===== src/rtl/street_tiles_pkg.sv =====
// Shared constants and types for the street-tile drawing path.
// The optional per-frame overlap counter is enabled by defining STREET_TILE_HITCOUNT_EN.
package street_tiles_pkg;

    localparam int NUM_TILES_DEF = 10;
    localparam int COLOR_W_DEF   = 8;
    localparam int SCREEN_W_DEF  = 640;
    localparam int SCREEN_H_DEF  = 480;

    typedef logic [3:0] tile_idx_t;

    typedef enum logic {
        IDLE = 1'b0,
        HIT  = 1'b1
    } collision_state_t;

endpackage


===== src/rtl/street_tile_mux_tile_priority_encoder.sv =====
// Combinational lowest-index-first encoder over the masked tile requests.
module tile_priority_encoder
    import street_tiles_pkg::*;
#(
    parameter int N = NUM_TILES_DEF
) (
    input  logic [N-1:0] req_i,
    output logic         valid_o,
    output tile_idx_t    idx_o
);

    // Scanning from the top down lets the lowest active index overwrite last.
    always_comb begin
        valid_o = |req_i;
        idx_o   = 4'd0;
        for (int i = N - 1; i >= 0; i--) begin
            idx_o = req_i[i] ? tile_idx_t'(i) : idx_o;
        end
    end

endmodule


===== src/rtl/street_tile_mux.sv =====
// Two-stage priority mux of street-tile pixels plus per-frame tile/player collision detect.
// Define STREET_TILE_HITCOUNT_EN to build the saturating overlapPixelCount counter.
module street_tile_mux
    import street_tiles_pkg::*;
#(
    parameter int NUM_TILES = NUM_TILES_DEF,
    parameter int COLOR_W   = COLOR_W_DEF,
    parameter int SCREEN_W  = SCREEN_W_DEF,
    parameter int SCREEN_H  = SCREEN_H_DEF
) (
    input  logic                           clk,
    input  logic                           reset,
    input  logic                           startOfFrame,
    input  logic [10:0]                    pixelX,
    input  logic [10:0]                    pixelY,
    input  logic [NUM_TILES-1:0]           drawingRequestVector,
    input  logic [NUM_TILES*COLOR_W-1:0]   RGBoutVector,
    input  logic                           playerDrawingRequest,
    output logic                           tileDrawingRequest,
    output logic [COLOR_W-1:0]             tileRGB,
    output logic [3:0]                     tileIndex,
    output logic                           tileCollision,
    output logic [3:0]                     collisionTileIndex,
    output logic [15:0]                    overlapPixelCount
);

    localparam logic [10:0] SCREEN_W_L = 11'(SCREEN_W);
    localparam logic [10:0] SCREEN_H_L = 11'(SCREEN_H);

    logic [NUM_TILES-1:0]         req_q;
    logic [NUM_TILES*COLOR_W-1:0] rgb_q;
    logic                         player_q;
    logic                         vis_q;

    logic [NUM_TILES-1:0]         masked_req;
    logic                         enc_valid;
    tile_idx_t                    enc_idx;
    logic [COLOR_W-1:0]           sel_rgb;
    logic                         overlap;

    logic                         tile_req_q;
    logic [COLOR_W-1:0]           tile_rgb_q;
    tile_idx_t                    tile_idx_q;

    collision_state_t             state_q, state_d, state_base;
    logic                         first_hit;
    logic                         collision_q;
    tile_idx_t                    coll_idx_q, coll_idx_d;

    // Stage 1: capture raw inputs and the on-screen flag.
    always_ff @(posedge clk) begin
        if (reset) begin
            req_q    <= '0;
            rgb_q    <= '0;
            player_q <= 1'b0;
            vis_q    <= 1'b0;
        end else begin
            req_q    <= drawingRequestVector;
            rgb_q    <= RGBoutVector;
            player_q <= playerDrawingRequest;
            vis_q    <= (pixelX < SCREEN_W_L) && (pixelY < SCREEN_H_L);
        end
    end

    assign masked_req = req_q & {NUM_TILES{vis_q}};
    assign overlap    = (|masked_req) && player_q;

    tile_priority_encoder #(.N(NUM_TILES)) u_enc (
        .req_i   (masked_req),
        .valid_o (enc_valid),
        .idx_o   (enc_idx)
    );

    // Color of the winning tile; zero when nothing is requesting.
    always_comb begin
        sel_rgb = '0;
        for (int i = 0; i < NUM_TILES; i++) begin
            sel_rgb = (enc_valid && (enc_idx == tile_idx_t'(i)))
                      ? rgb_q[i*COLOR_W +: COLOR_W] : sel_rgb;
        end
    end

    // Stage 2: registered draw outputs.
    always_ff @(posedge clk) begin
        if (reset) begin
            tile_req_q <= 1'b0;
            tile_rgb_q <= '0;
            tile_idx_q <= 4'd0;
        end else begin
            tile_req_q <= enc_valid;
            tile_rgb_q <= sel_rgb;
            tile_idx_q <= enc_valid ? enc_idx : 4'd0;
        end
    end

    // Collision FSM state register.
    always_ff @(posedge clk) begin
        if (reset) begin
            state_q <= IDLE;
        end else begin
            state_q <= state_d;
        end
    end

    // Next state: a frame start clears first, so a coincident overlap is the new frame's first hit.
    always_comb begin
        state_base = startOfFrame ? IDLE : state_q;
        case (state_base)
            IDLE:    state_d = overlap ? HIT : IDLE;
            HIT:     state_d = HIT;
            default: state_d = IDLE;
        endcase
    end

    // FSM outputs: first-hit strobe and the index to latch.
    always_comb begin
        case (state_base)
            IDLE:    first_hit = overlap;
            HIT:     first_hit = 1'b0;
            default: first_hit = 1'b0;
        endcase
        if (first_hit) begin
            coll_idx_d = enc_idx;
        end else if (startOfFrame) begin
            coll_idx_d = 4'd0;
        end else begin
            coll_idx_d = coll_idx_q;
        end
    end

    // Registered collision outputs, aligned with stage 2.
    always_ff @(posedge clk) begin
        if (reset) begin
            collision_q <= 1'b0;
            coll_idx_q  <= 4'd0;
        end else begin
            collision_q <= first_hit;
            coll_idx_q  <= coll_idx_d;
        end
    end

`ifdef STREET_TILE_HITCOUNT_EN
    logic [15:0] count_q, count_d;

    // Saturating overlap count, cleared at frame start before the current overlap is added.
    always_comb begin
        count_d = startOfFrame ? 16'd0 : count_q;
        if (overlap && (count_d != 16'hFFFF)) begin
            count_d = count_d + 16'd1;
        end else begin
            count_d = count_d;
        end
    end

    // Overlap counter register.
    always_ff @(posedge clk) begin
        if (reset) begin
            count_q <= 16'd0;
        end else begin
            count_q <= count_d;
        end
    end

    assign overlapPixelCount = count_q;
`else
    assign overlapPixelCount = 16'd0;
`endif

    assign tileDrawingRequest = tile_req_q;
    assign tileRGB            = tile_rgb_q;
    assign tileIndex          = tile_idx_q;
    assign tileCollision      = collision_q;
    assign collisionTileIndex = coll_idx_q;

endmodule

===== config.mk =====
export PLATFORM = sky130hd
export DESIGN_NAME = street_tile_mux
export DESIGN_NICKNAME = d
export VERILOG_FILES = /design/src/rtl/street_tiles_pkg.sv /design/src/rtl/street_tile_mux_tile_priority_encoder.sv /design/src/rtl/street_tile_mux.sv
export SDC_FILE = /design/constraint.sdc
export NUM_CORES = 1
export LEC_CHECK = 0
export BUFFER_PORTS_ARGS = -buffer_cell sky130_fd_sc_hd__buf_2
export CORE_MARGIN = 2
export CORE_UTILIZATION = 40
export CTS_CLUSTER_DIAMETER = 100
export DETAILED_ROUTE_END_ITERATION = 10
export GPL_ROUTABILITY_DRIVEN = 0
export PLACE_DENSITY_LB_ADDON = 0.15
export SYNTH_ARGS = -nofsm -noshare
export SYNTH_HDL_FRONTEND = slang
export SYNTH_HIERARCHICAL = 1
export SYNTH_SLANG_ARGS = --single-unit

===== constraint.sdc =====
create_clock -name clk -period 3.3 [get_ports clk]
set_input_delay 0.825 -clock clk [delete_from_list [all_inputs] [get_ports clk]]
set_output_delay 0.825 -clock clk [all_outputs]
set_load 0.02 [all_outputs]

==> summary by stage, run 1 <==
Worst setup path
The capturing point of the worst reg2reg path is tileRGB[1]. The type of origin of the critical path is a register. The largest individual stage delay along the critical path comes from the cell dfxtp_1. In this run the worst path has a maximum fanout of 41. The cell depth of the worst flop-to-flop path is 9. Traced cell by cell, the critical path runs through and2_1, inv_1, a221o_1, a221oi_4, buf_4, nand2b_1, a21oi_1, a211oi_1, a21oi_1. The worst setup path is of the reg -> reg kind. Among the stages of the critical path, the cell type that occurs most often is a21oi_1. The register-to-register path setup slack is 0.44 ns. The kind of capture point of the worst setup path is a register. Data arrives at the worst endpoint at 3.08 ns. For this run, the slowest stage of the critical path takes 0.45 ns.

The beginning of the worst register-to-register path is vis_q. The required time at the endpoint of the critical path is 3.52 ns.

Final layout
The post-route core utilization is 50.17%. The area growth from synthesis to layout is 20.99%. Fill cells in the final layout number 1,055. The share of layout cells above drive strength 1 is 27.39%.

The number of antenna diodes in the final layout is 0. The net count of the finished layout is 706.

CTS
After clock tree synthesis, the setup repair step added 0 buffers. The total number of H-tree levels is 3. The clock root buffer master is clkbuf_16. The number of hold buffers added after CTS was 0. The number of resized instances in the post-cts repair step is 0. The longest clock path from root to sink contains 2 buffers. The clock transition at the register clock pins on the worst setup and hold paths after CTS is 0.08 ns. TritonCTS built the clock tree.

Buffers inserted during clock tree synthesis total 9. The tree built by TritonCTS fans out to 111 sinks. The latest clock arrival within the worst-skew pair is 0.34 ns.

Pwr
IR analysis of the VDD net gives a maximum drop of 253.9 uV. The total power is 2.699 mW. Dividing total power by cell area gives a power density of 489.8 nW/um^2. The static leakage is 2.236 nW.

Job
The number of max-capacitance violations reported is 0.

Floorplan
For this configuration, the core starts out at a cell density of 41.47%. The region available for standard cell placement spans 10,980 um^2. The floorplan has 38 rows. The floorplan die area is 12,260 um^2. The y dimension of the die is 110.7 um. For this design the top-level I/O count stands at 150. In this run the horizontal extent of the chip is 110.7 um.

Global route
The via count of the first global-routing pass was 3,523. The initial antenna violation count came to 0. In the global route stage, overall resource usage came out at 16.75%. The wire length of the first global-routing pass is 16.66 mm. The total grt overflow is 0. The pin count of the biggest net entering global routing is 72.

Route
The number of detailed-routing iterations run before antenna repair is 4. The detailed router placed 3,551 vias in this run. The detailed router finished its first iteration with 166 violations. The antenna violation net count after detailed routing is 0. The routed wire length is 10.18 mm.

The routed length per instance is 13.85 um. After detailed routing, the number of remaining DRC violations is 0. The average via count per standard cell is 4.831.

Synth
The most used standard cell by instance count after synthesis is dfxtp_1. The synthesized design contains 0 enable-type register cells. Dividing the synthesized area by the synthesized cell count gives 9.371 um^2. The library cell occupying the most area in the post-synthesis netlist is dfxtp_1.

The cell count after synthesis is 486. The area share of the largest cell type after synthesis is 48.79%. Ranked by instance count, the synthesized netlist is headed by dfxtp_1, nor2b_1, a21oi_1.

After synthesis the cells add up to 4554 um^2. Summing the sequential cell areas from Yosys gives 48.79% of the chip area. In the post-synthesis netlist, the biggest area contributors are dfxtp_1, nor2b_1, a21oi_1. The most used flip-flop cell after synthesis is dfxtp_1.

The number of library cell types mapped by synthesis is 51. The fraction of synthesis flops using an asynchronous set or reset pin is 0%. The number of storage elements in the synthesis netlist is 111.

The number of warnings reported in the yosys synthesis log is 6.

Min path
The number of cells traversed by the worst hold path is 2. The kind of path behind the tightest hold check is reg -> reg. The startpoint identified for the worst hold timing path is state_q.

The worst hold path terminates at state_q.

Timing
For the pin with the worst max-slew slack, the measured transition is 0.6513 ns. The number of setup violations in the final report is 0. The clock skew after layout is 0.007843 ns. The count of final hold-check violations is 0. Setup repair after global routing left no endpoint under its margin.

In the final timing run, aggregate negative setup slack is 0 ns. The worst-case headroom to the max-slew limit is 56.58%. The number of slew-limit violations in the final report is 0. The maximum achievable frequency is 0.3498 GHz.

The final critical path takes up 86.63% of the cycle. The shortest period the worst path allows is 2.859 ns.

Placed design
During placement, the flow inserted port buffers numbering 121. Once detailed placement completed, the half-perimeter wirelength came to 7.338 mm.

Status
The flow ran to the end, and the final reports show no timing, DRC or antenna violations.
==> metal layers <==
layer | GRT usage (%) | part of all wire, % | vias up
met5 | 0 | 0 | -
met4 | 5.583 | 1.3 | 0
met3 | 3.991 | 5.6 | 11
met2 | 27.12 | 47 | 116
met1 | 22.04 | 46 | 1585
li1 | - | - | 1839
==> placed cells by master, fill, tap and decap left out, types with 3 or more instances in the layout <==
master | synthesis | layout
o21ai_0 | 8 | 8
buf_2 | 7 | 120
conb_1 | 1 | 16
o31a_1 | 7 | 7
nor2b_1 | 93 | 92
clkbuf_16 | 0 | 9
nand4bb_1 | 4 | 4
dfxtp_1 | 111 | 111
nand2b_1 | 16 | 16
nor2_1 | 22 | 22
a31o_2 | 4 | 4
inv_1 | 14 | 14
nand3_1 | 9 | 9
a21oi_1 | 32 | 32
nor3_1 | 6 | 6
nand4b_1 | 9 | 9
and3_1 | 8 | 8
a2111oi_0 | 4 | 4
a211oi_1 | 7 | 6
buf_4 | 16 | 12
nor4_1 | 5 | 5
o41ai_1 | 6 | 6
o22ai_1 | 7 | 7
a31oi_1 | 3 | 3
nand3b_1 | 9 | 9
and2_1 | 11 | 11
nand2_1 | 9 | 9
==> per-stage QoR <==
step / area (um^2) / hold slack (ns) / instances / worst slack, ns
2_1_floorplan: 4611 / 0.4802 / 501 / 0.7296
3_3_place_gp: 5207 / 0.4984 / 719 / 0.5160
3_5_place_dp: 5207 / 0.5252 / 719 / 0.4714
4_1_cts: 5510 / 0.5354 / 735 / 0.4531
5_1_grt: 5510 / 0.5689 / 735 / 0.2188
6_report: 5510 / 0.5350 / 735 / 0.4412
==> worst max-delay path by stage <==
stage | startpoint | endpoint | slack [ns]
after floorplan | vis_q | tileRGB[2] | 0.73
after global placement | vis_q | tileRGB[1] | 0.52
after detailed placement | vis_q | tileRGB[1] | 0.47
after CTS | vis_q | tileRGB[1] | 0.45
after global routing | vis_q | tileRGB[6] | 0.22
final | vis_q | tileRGB[1] | 0.44
==> flip-flops by register name, indices dropped and copies added (netlist names) <==
signal              count
player_q                1
tileDrawingRequest      1
vis_q                   1
tileIndex               4
tileCollision           1
rgb_q                  80
tileRGB                 8
req_q                  10
state_q                 1
collisionTileIndex      4
==> cells by family after synthesis <==
logic type / Yosys count / synth area share [%]
AND/OR/NAND/NOR: 212 / 29.01
flip-flops: 111 / 48.79
AO/OA/AOI/OAI: 91 / 13.79
buffers and inverters: 68 / 7.637
multiplexers: 3 / 0.6868
other: 1 / 0.08234
==> worst max-delay path: cells and delay by family, from the launching register on <==
kind / cells / cell delay (ns)
AOI/OAI and AO/OA: 5 / 1.27
buffers and inverters: 2 / 0.44
DFF: 1 / 0.45
and+or+nand+nor: 2 / 0.58
==> layout make-up <==
type | count | area [um^2] | share of cell area, %
tap | 140 | 175.2 | 3.179
timing repair buffer | 132 | 690.7 | 12.53
multi-input combinational | 322 | 2067 | 37.51
clock buffer | 9 | 225.2 | 4.087
sequential | 111 | 2222 | 40.33
inverter | 14 | 52.55 | 0.9537
clock inverter | 7 | 77.57 | 1.408
==> where the power goes <==
group,internal [mW],switching [mW]
sequential,1.40,0.0187
clock,0.539,0.518
combinational,0.106,0.117
Note: power is estimated with default switching activity, not from simulation.
==> run 2: changes to the inputs <==
Settings changed: SYNTH_HIERARCHICAL 1 to not set.
==> run 2 against run 1 <==
Net effect:
- synthesized cell count fell by 14%
- register-to-register slack improved by 0.32 ns
- via count fell by 9.7%
- cell area fell by 9.5%
- final cell count fell by 9.3%
- largest power group unchanged
==> summary by stage, run 2 <==
Final layout
The most frequent standard cell in the layout excluding fill and tap cells is buf_2. Ranked by flip-flop count, first place goes to rgb_q. The synthesis-to-layout area growth is 18.87%.

The net count reported at finish came to 642 (-9.1%). The final non-filler cell area came to 4989 um^2 (-9.5%). The top cell types in the final layout, fill and taps aside, are buf_2, dfxtp_1, nor2b_1, nor2_1, nand2_1. The total inserted antenna cells is 0 (unchanged). The number of fillers in the final layout came to 997 (-5.5%).

The flip-flop count of the largest register after layout is 80 (unchanged). The share of layout cells above drive strength 1 is 29.76% (+2.4 points).

Global route
The total track usage is 17.14% (+0.39 points). The total grt overflow is 0 (unchanged). The via count of the first global-routing pass is 3,145 (-11%).

The initial antenna violation count was 0 (unchanged). The wire length of the first global-routing pass is 14.97 mm (-10%). The pin count of the biggest net entering global routing is 68 (-5.6%).

Worst setup path
The startpoint-to-endpoint class of the critical path is reg -> reg. The required time at the endpoint of the critical path was 3.53 ns (about the same). The beginning of the worst register-to-register path is vis_q. The largest individual stage delay along the critical path comes from the cell or4_1. The data arrival at the endpoint of the critical path was 2.78 ns (-0.30 ns). The sum of buffers and inverters on the critical path is 1 (-1). The worst setup path is launched from a register. The worst-path maximum fanout was 15 (-63%).

The maximum single-stage delay on the critical path is 0.62 ns (+0.17 ns). The worst setup path is captured at a register. Grouping stages by cell kind, the critical path spends the most delay in simple AND/OR/NAND/NOR gates. Walking the worst path, the cells encountered are nor3b_1, buf_4, nand3_1, or4_1, a22oi_1, o32ai_1. The cell depth of the worst flop-to-flop path came to 6 (-3). The capturing point of the worst reg2reg path is tileRGB[5].

The register-to-register path setup slack was 0.76 ns (+0.32 ns).

Route
The average via count per standard cell is 4.807 (-0.51%). The violation count after the first detailed-routing iteration was 136 (-18%). The routed length per instance is 14.38 um (+3.9%). The routed via count came to 3,206 (-9.7%). The number of remaining DRC errors is 0 (unchanged). The number of detailed-routing iterations run before antenna repair is 4 (unchanged). The antenna violation net count after detailed routing was 0 (unchanged).

The routed wire length is 9.592 mm (-5.8%).

Floorplan
The y dimension of the die is 106.4 um (-3.9%). The core area was 10,280 um^2 (-6.4%). The floorplan die area is 11,330 um^2 (-7.6%).

The starting utilization of the core area is 40.83% (-0.63 points). The overall die width is 106.4 um (-3.9%). The floorplan row count is 37 (-2.6%). The number of ports placed on the die boundary is 150 (unchanged).

Status
The flow ran to the end, and the final reports show no timing, DRC or antenna violations.

Timing
The clock skew after layout is 0.01287 ns (+0.005027 ns). The shortest period the worst path allows is 2.543 ns (-0.3154 ns). The number of setup violations in the final report is 0 (unchanged). The share of the cycle needed by the critical path after routing is 77.07% (-9.6 points). The count of final hold-check violations came to 0 (unchanged). Setup repair after global routing left no endpoint under its margin.

The maximum achievable frequency is 0.3932 GHz (+12%). The worst-margin pin slew is 0.6798 ns (+0.02844 ns). The setup slack after layout is 0.7566 ns (+0.3154 ns).

The total negative setup slack came to 0 ns (unchanged). The worst-case headroom to the max-slew limit came to 54.68% (-1.9 points). The number of slew-limit violations in the final report was 0 (unchanged). The worst-case hold slack is 0.4779 ns (-0.05717 ns).

CTS
The number of buffers added to fix hold violations after cts is 0 (unchanged). The number of resized instances in the post-cts repair step came to 0 (unchanged). CTS placed an instance of clkbuf_8 at the clock tree root. The total number of H-tree levels is 3 (unchanged).

The count of clock tree sinks is 111 (unchanged). The TritonCTS buffer count is 9 (unchanged). The total setup buffers inserted after CTS came to 0 (unchanged). TritonCTS built the clock tree. The latest clock arrival within the worst-skew pair was 0.37 ns (+0.03 ns). The clock transition at the register clock pins on the worst setup and hold paths after CTS is 0.10 ns (+0.02 ns). The maximum buffer depth of the clock tree is 2 (unchanged).

Synth
The area of the mapped netlist is 4197 um^2 (-7.9%). In the synthesized netlist the dominant register cell turns out to be dfxtp_1. The number of warnings reported in the yosys synthesis log is 0 (-6).

The commonest cells after synthesis are dfxtp_1, nor2b_1, nor2_1. The synthesized design spends more area on one cell type than any other, namely dfxtp_1. The count of flip-flops with a built-in enable after synthesis is 0 (unchanged). The average size of a mapped cell is 10.04 um^2 (+7.1%).

The part of the Yosys area used for sequential elements is 52.95% (+4.2 points). The number of library cell types mapped by synthesis came to 57 (+12%). The area share of the largest cell type after synthesis was 52.95% (+4.2 points). The fraction of synthesis flops using an asynchronous set or reset pin is 0% (unchanged). The cell count after synthesis is 418 (-14%). Yosys attributes the largest share of cell area to dfxtp_1, nor2b_1, buf_4.

The number of storage elements in the synthesis netlist came to 111 (unchanged). The most used standard cell by instance count after synthesis is dfxtp_1.

Placed design
The post-DP HPWL is 7.172 mm (-2.3%). The post-placement cell area came to 4805 um^2 (-7.7%). The pre-CTS setup slack is 0.8157 ns (+0.3443 ns). The port buffer count is 121 (unchanged).

Min path
The number of cells traversed by the worst hold path was 2 (unchanged). The kind of path behind the tightest hold check is reg -> reg. The worst hold path startpoint is rgb_q[66]. The worst hold path terminates at tileRGB[2].

Job
The number of max-capacitance violations reported came to 0 (unchanged).

Pwr
The total power came to 2.389 mW (-11%). The static leakage is 2.153 nW (-3.7%). The power density over cell area is 478.9 nW/um^2 (-2.2%). The largest voltage drop on the vdd net is 185.6 uV (-27%).
[run 2: cell types whose count changed in the layout (fill, tap and decap cells not counted), sizes merged, moves of 7 or more]
| cell | delta |
|---|---|
| nand2b | -14 |
| and2 | -10 |
| inv | -8 |
| and3 | -7 |
| nand2 | +11 |
| nand3b | -10 |
| nand4b | -9 |
| o22ai | -7 |
| a21oi | -23 |
| a22oi | +11 |
[run 2: worst min-delay path, cell delays in order, from the launching register on]
cell      delay, ns
dfxtp_1        0.31
nand2_1        0.04
a311oi_1       0.07
[run 2: kinds of logic after synthesis]
group / after synthesis / share of synthesized area, %
AND/OR/NAND/NOR: 179 / 25.22
flip-flops: 111 / 52.95
AO/OA/AOI/OAI: 72 / 12.88
buffers and inverters: 48 / 6.768
multiplexers: 7 / 2.087
other: 1 / 0.08936
[run 2: stage by stage]
step,util [%],cells
floorplan,-,433
global placement,46.75,651
detailed placement,46.75,651
CTS,48.54,667
global route,48.54,667
finish,48.54,667
[run 2: layer usage]
| layer | track usage, % | up-vias | wire (um) |
|---|---|---|---|
| li1 | - | 1622 | - |
| met1 | 21.65 | 1481 | 4481 |
| met2 | 28.07 | 92 | 4442 |
| met3 | 4.353 | 11 | 488 |
| met4 | 6.772 | 0 | 180 |
| met5 | 0 | - | 0 |
[run 2: how the worst max path moves through the flow]
stage          cells after the start  slack (ns)     start    endpoint
2_1_floorplan                      7        1.35  req_q[2]  tileRGB[2]
3_3_place_gp                       6        0.84     vis_q  tileRGB[5]
3_5_place_dp                       6        0.82     vis_q  tileRGB[5]
4_1_cts                            6        0.80     vis_q  tileRGB[5]
5_1_grt                            6        0.48     vis_q  tileRGB[5]
6_report                           6        0.76     vis_q  tileRGB[5]
[run 2: power breakdown]
| group | switching, mW | total, mW | internal, mW |
|---|---|---|---|
| logic | 0.100 | 0.197 | 0.0968 |
| registers | 0.0275 | 1.43 | 1.40 |
| clock network | 0.474 | 0.765 | 0.291 |
[run 2: area by class of cell]
class                      count  area (um^2)  area share, %
timing repair buffer         126        645.6          12.94
clock inverter                 7        60.06          1.204
tap                          136        170.2          3.411
clock buffer                   9        123.9          2.483
inverter                       4        15.01         0.3010
multi-input combinational    274         1752          35.11
sequential                   111         2222          44.54
==> run 3: changes to the inputs <==
Clock period 3.3 ns to 2.2 ns, I/O delays scaled along.
==> run 3 against run 2 <==
Net effect:
- final cell count is 2.7% higher
- fmax is 23% higher
- sequential power is 50% higher
- sequential cell count stayed put
- register-to-register slack worse by 0.63 ns
- largest power group unchanged
==> summary by stage, run 3 (synthesis gave the netlist of run 2 again) <==
Route
The routed wire length is 9.618 mm (+0.27%). The violation count after the first detailed-routing iteration is 139 (+2.2%). The average via count per standard cell is 4.758 (-1.0%). The routed length per instance is 14.04 um (-2.4%). The routed via count came to 3,259 (+1.7%).

The number of remaining DRC errors was 0 (unchanged). The antenna violation net count after detailed routing was 0 (unchanged). The number of detailed-routing iterations run before antenna repair is 5 (+1).

CTS
The clock root buffer master is clkbuf_8. The count of clock tree sinks came to 111 (unchanged). The total number of H-tree levels is 3 (unchanged). The number of buffers added to fix hold violations after cts is 0 (unchanged).

The TritonCTS buffer count is 9 (unchanged). The CTS tree is built. The clock transition at the register clock pins on the worst setup and hold paths after CTS was 0.10 ns (about the same). The latest clock arrival within the worst-skew pair is 0.37 ns (about the same).

The maximum buffer depth of the clock tree is 2 (unchanged).

Worst setup path
The cell depth of the worst flop-to-flop path is 8 (+2). The type of origin of the critical path is a register. The kind of capture point of the worst setup path is a register. The worst-path maximum fanout is 9 (-6).

The register-to-register path setup slack came to 0.13 ns (-0.63 ns). The beginning of the worst register-to-register path is req_q[5]. In this run the critical register-to-register path is captured at tileRGB[6]. The required time at the endpoint of the critical path is 2.44 ns (-1.09 ns). The startpoint-to-endpoint class of the critical path is reg -> reg. The data arrival at the endpoint of the critical path was 2.32 ns (-0.46 ns).

The source of the critical timing path is req_q[5].

Timing
The shortest period the worst path allows is 2.074 ns (-0.4691 ns). The maximum achievable frequency is 0.4821 GHz (+23%). The number of setup violations in the final report is 0 (unchanged).

The total negative setup slack was 0 ns (unchanged). The setup slack after layout was 0.1257 ns (-0.6309 ns). The number of slew-limit violations in the final report is 0 (unchanged). The clock skew after layout is 0.01170 ns (-0.001171 ns).

The worst-case hold slack is 0.3792 ns (-0.09869 ns). The share of the cycle needed by the critical path after routing is 94.29% (+17 points). Setup repair after global routing could not meet its margin everywhere. The count of final hold-check violations is 0 (unchanged).

Floorplan
The starting utilization of the core area was 40.83% (unchanged). The floorplan die area is 11,330 um^2 (unchanged). The number of ports placed on the die boundary was 150 (unchanged). The y dimension of the die is 106.4 um (unchanged). The core area came to 10,280 um^2 (unchanged). The overall die width is 106.4 um (unchanged).

The floorplan row count was 37 (unchanged).

Global route
The total grt overflow is 0 (unchanged). The total track usage is 18.00% (+0.86 points). The initial antenna violation count was 0 (unchanged).

The wire length of the first global-routing pass is 15.66 mm (+4.6%). The pin count of the biggest net entering global routing is 46 (-32%). The via count of the first global-routing pass is 3,312 (+5.3%).

Placed design
The post-DP HPWL is 7.448 mm (+3.9%). The port buffer count is 121 (unchanged). The pre-CTS setup slack came to -0.03451 ns (-0.8502 ns).

Pwr
The largest voltage drop on the vdd net is 311.9 uV (+68%). The internal power component is 2.713 mW (+52%). The switching share of power is 24.30% (-0.87 points). The static leakage was 2.256 nW (+4.8%). The clock network fraction of design power is 31.4% (-0.6 points).

The total power was 3.584 mW (+50%). The power dissipated by switching net loads came to 0.8708 mW (+45%). The combinational share of power is 9.0% (+0.8 points).

The sequential share of power is 59.6% (about the same). The power density over cell area is 690.0 nW/um^2 (+44%).

Final layout
The most frequent standard cell in the layout excluding fill and tap cells is buf_2. The post-route core utilization is 50.54% (+2.0 points). The flip-flop count of the largest register after layout was 80 (unchanged). The library cells used most frequently in the layout, excluding fill and tap cells, are buf_2, dfxtp_1, nor2b_1, buf_4, nor2_1. The net count reported at finish was 660 (+2.8%). The total inserted antenna cells is 0 (unchanged).

Relative to the synthesized area, the layout overhead comes to 23.76%. The share of layout cells above drive strength 1 was 34.06% (+4.3 points). The register with the most flip-flops in the final layout is rgb_q.

Min path
The path with the worst hold slack has its endpoint at rgb_q[52]. The worst hold path begins at RGBoutVector[52]. The number of cells traversed by the worst hold path is 2 (unchanged). The min-delay analysis places its worst path in the category in -> reg.

Status
The flow ran to the end, and the final reports show no timing, DRC or antenna violations.

Job
The number of max-capacitance violations reported is 0 (unchanged).
## run 3: cell types whose count changed in the layout (fill, tap and decap cells not counted), sizes merged
cell      change
buf          +18
clkbuf        +2
inv           -2
clkinv        -1
clkinvlp      +1
## run 3: worst max-delay path, stage by stage (launching register included)
cell      delay, ns
dfxtp_2        0.41
inv_1          0.07
a221oi_2       0.32
buf_4          0.19
o31ai_4        0.09
or3_1          0.39
a221oi_2       0.27
buf_4          0.16
o41ai_1        0.05
## run 3: power groups by stage
stage	clock network, mW	logic (mW)	registers [mW]
5_1_grt	1.24	0.361	2.15
4_1_cts	1.16	0.321	2.13
3_5_place_dp	0	0.319	2.18
3_3_place_gp	0	0.314	2.18
6_report	1.13	0.323	2.14
2_1_floorplan	0	0.206	2.17
## run 3: area by class of cell
| type | instances | area, um^2 |
|---|---|---|
| Multi-Input combinational cell | 274 | 1821 |
| Fill cell | 996 | 5084 |
| Timing Repair Buffer | 144 | 784.5 |
| Inverter | 4 | 15.01 |
| Tap cell | 136 | 170.2 |
| Clock inverter | 5 | 38.79 |
| Sequential cell | 111 | 2223 |
| Clock buffer | 11 | 141.4 |
## run 3: worst max-delay path by stage
stage                 end  slack [ns]  cells after the start
2_1_floorplan  tileRGB[2]        0.25                      7
3_3_place_gp   tileRGB[2]       -0.01                      6
3_5_place_dp   tileRGB[4]       -0.03                      7
4_1_cts        tileRGB[6]       -0.01                      8
5_1_grt        tileRGB[6]       -0.04                      8
6_report       tileRGB[6]        0.13                      8
## run 3: stage by stage
stage | instance area, um^2 | instances
CTS | 5131 | 685
finish | 5194 | 685
floorplan | 4253 | 433
global route | 5194 | 685
detailed placement | 4940 | 669
global placement | 4940 | 669
## run 3: layer usage
metal / wire, um / track usage, % / vias to the layer above
li1: - / - / 1655
met1: 4432 / 23.90 / 1480
met2: 4457 / 28.07 / 108
met3: 531 / 4.721 / 16
met4: 195 / 6.957 / 0
met5: 0 / 0 / -
## run 3: repair_timing
action | in CTS | in global routing
endpoints found under the setup margin | 6 | 8
pin swaps | 0 | 1
gates resized for setup | 3 | 12
buffers inserted | 0 | 0
cloned | 0 | 0
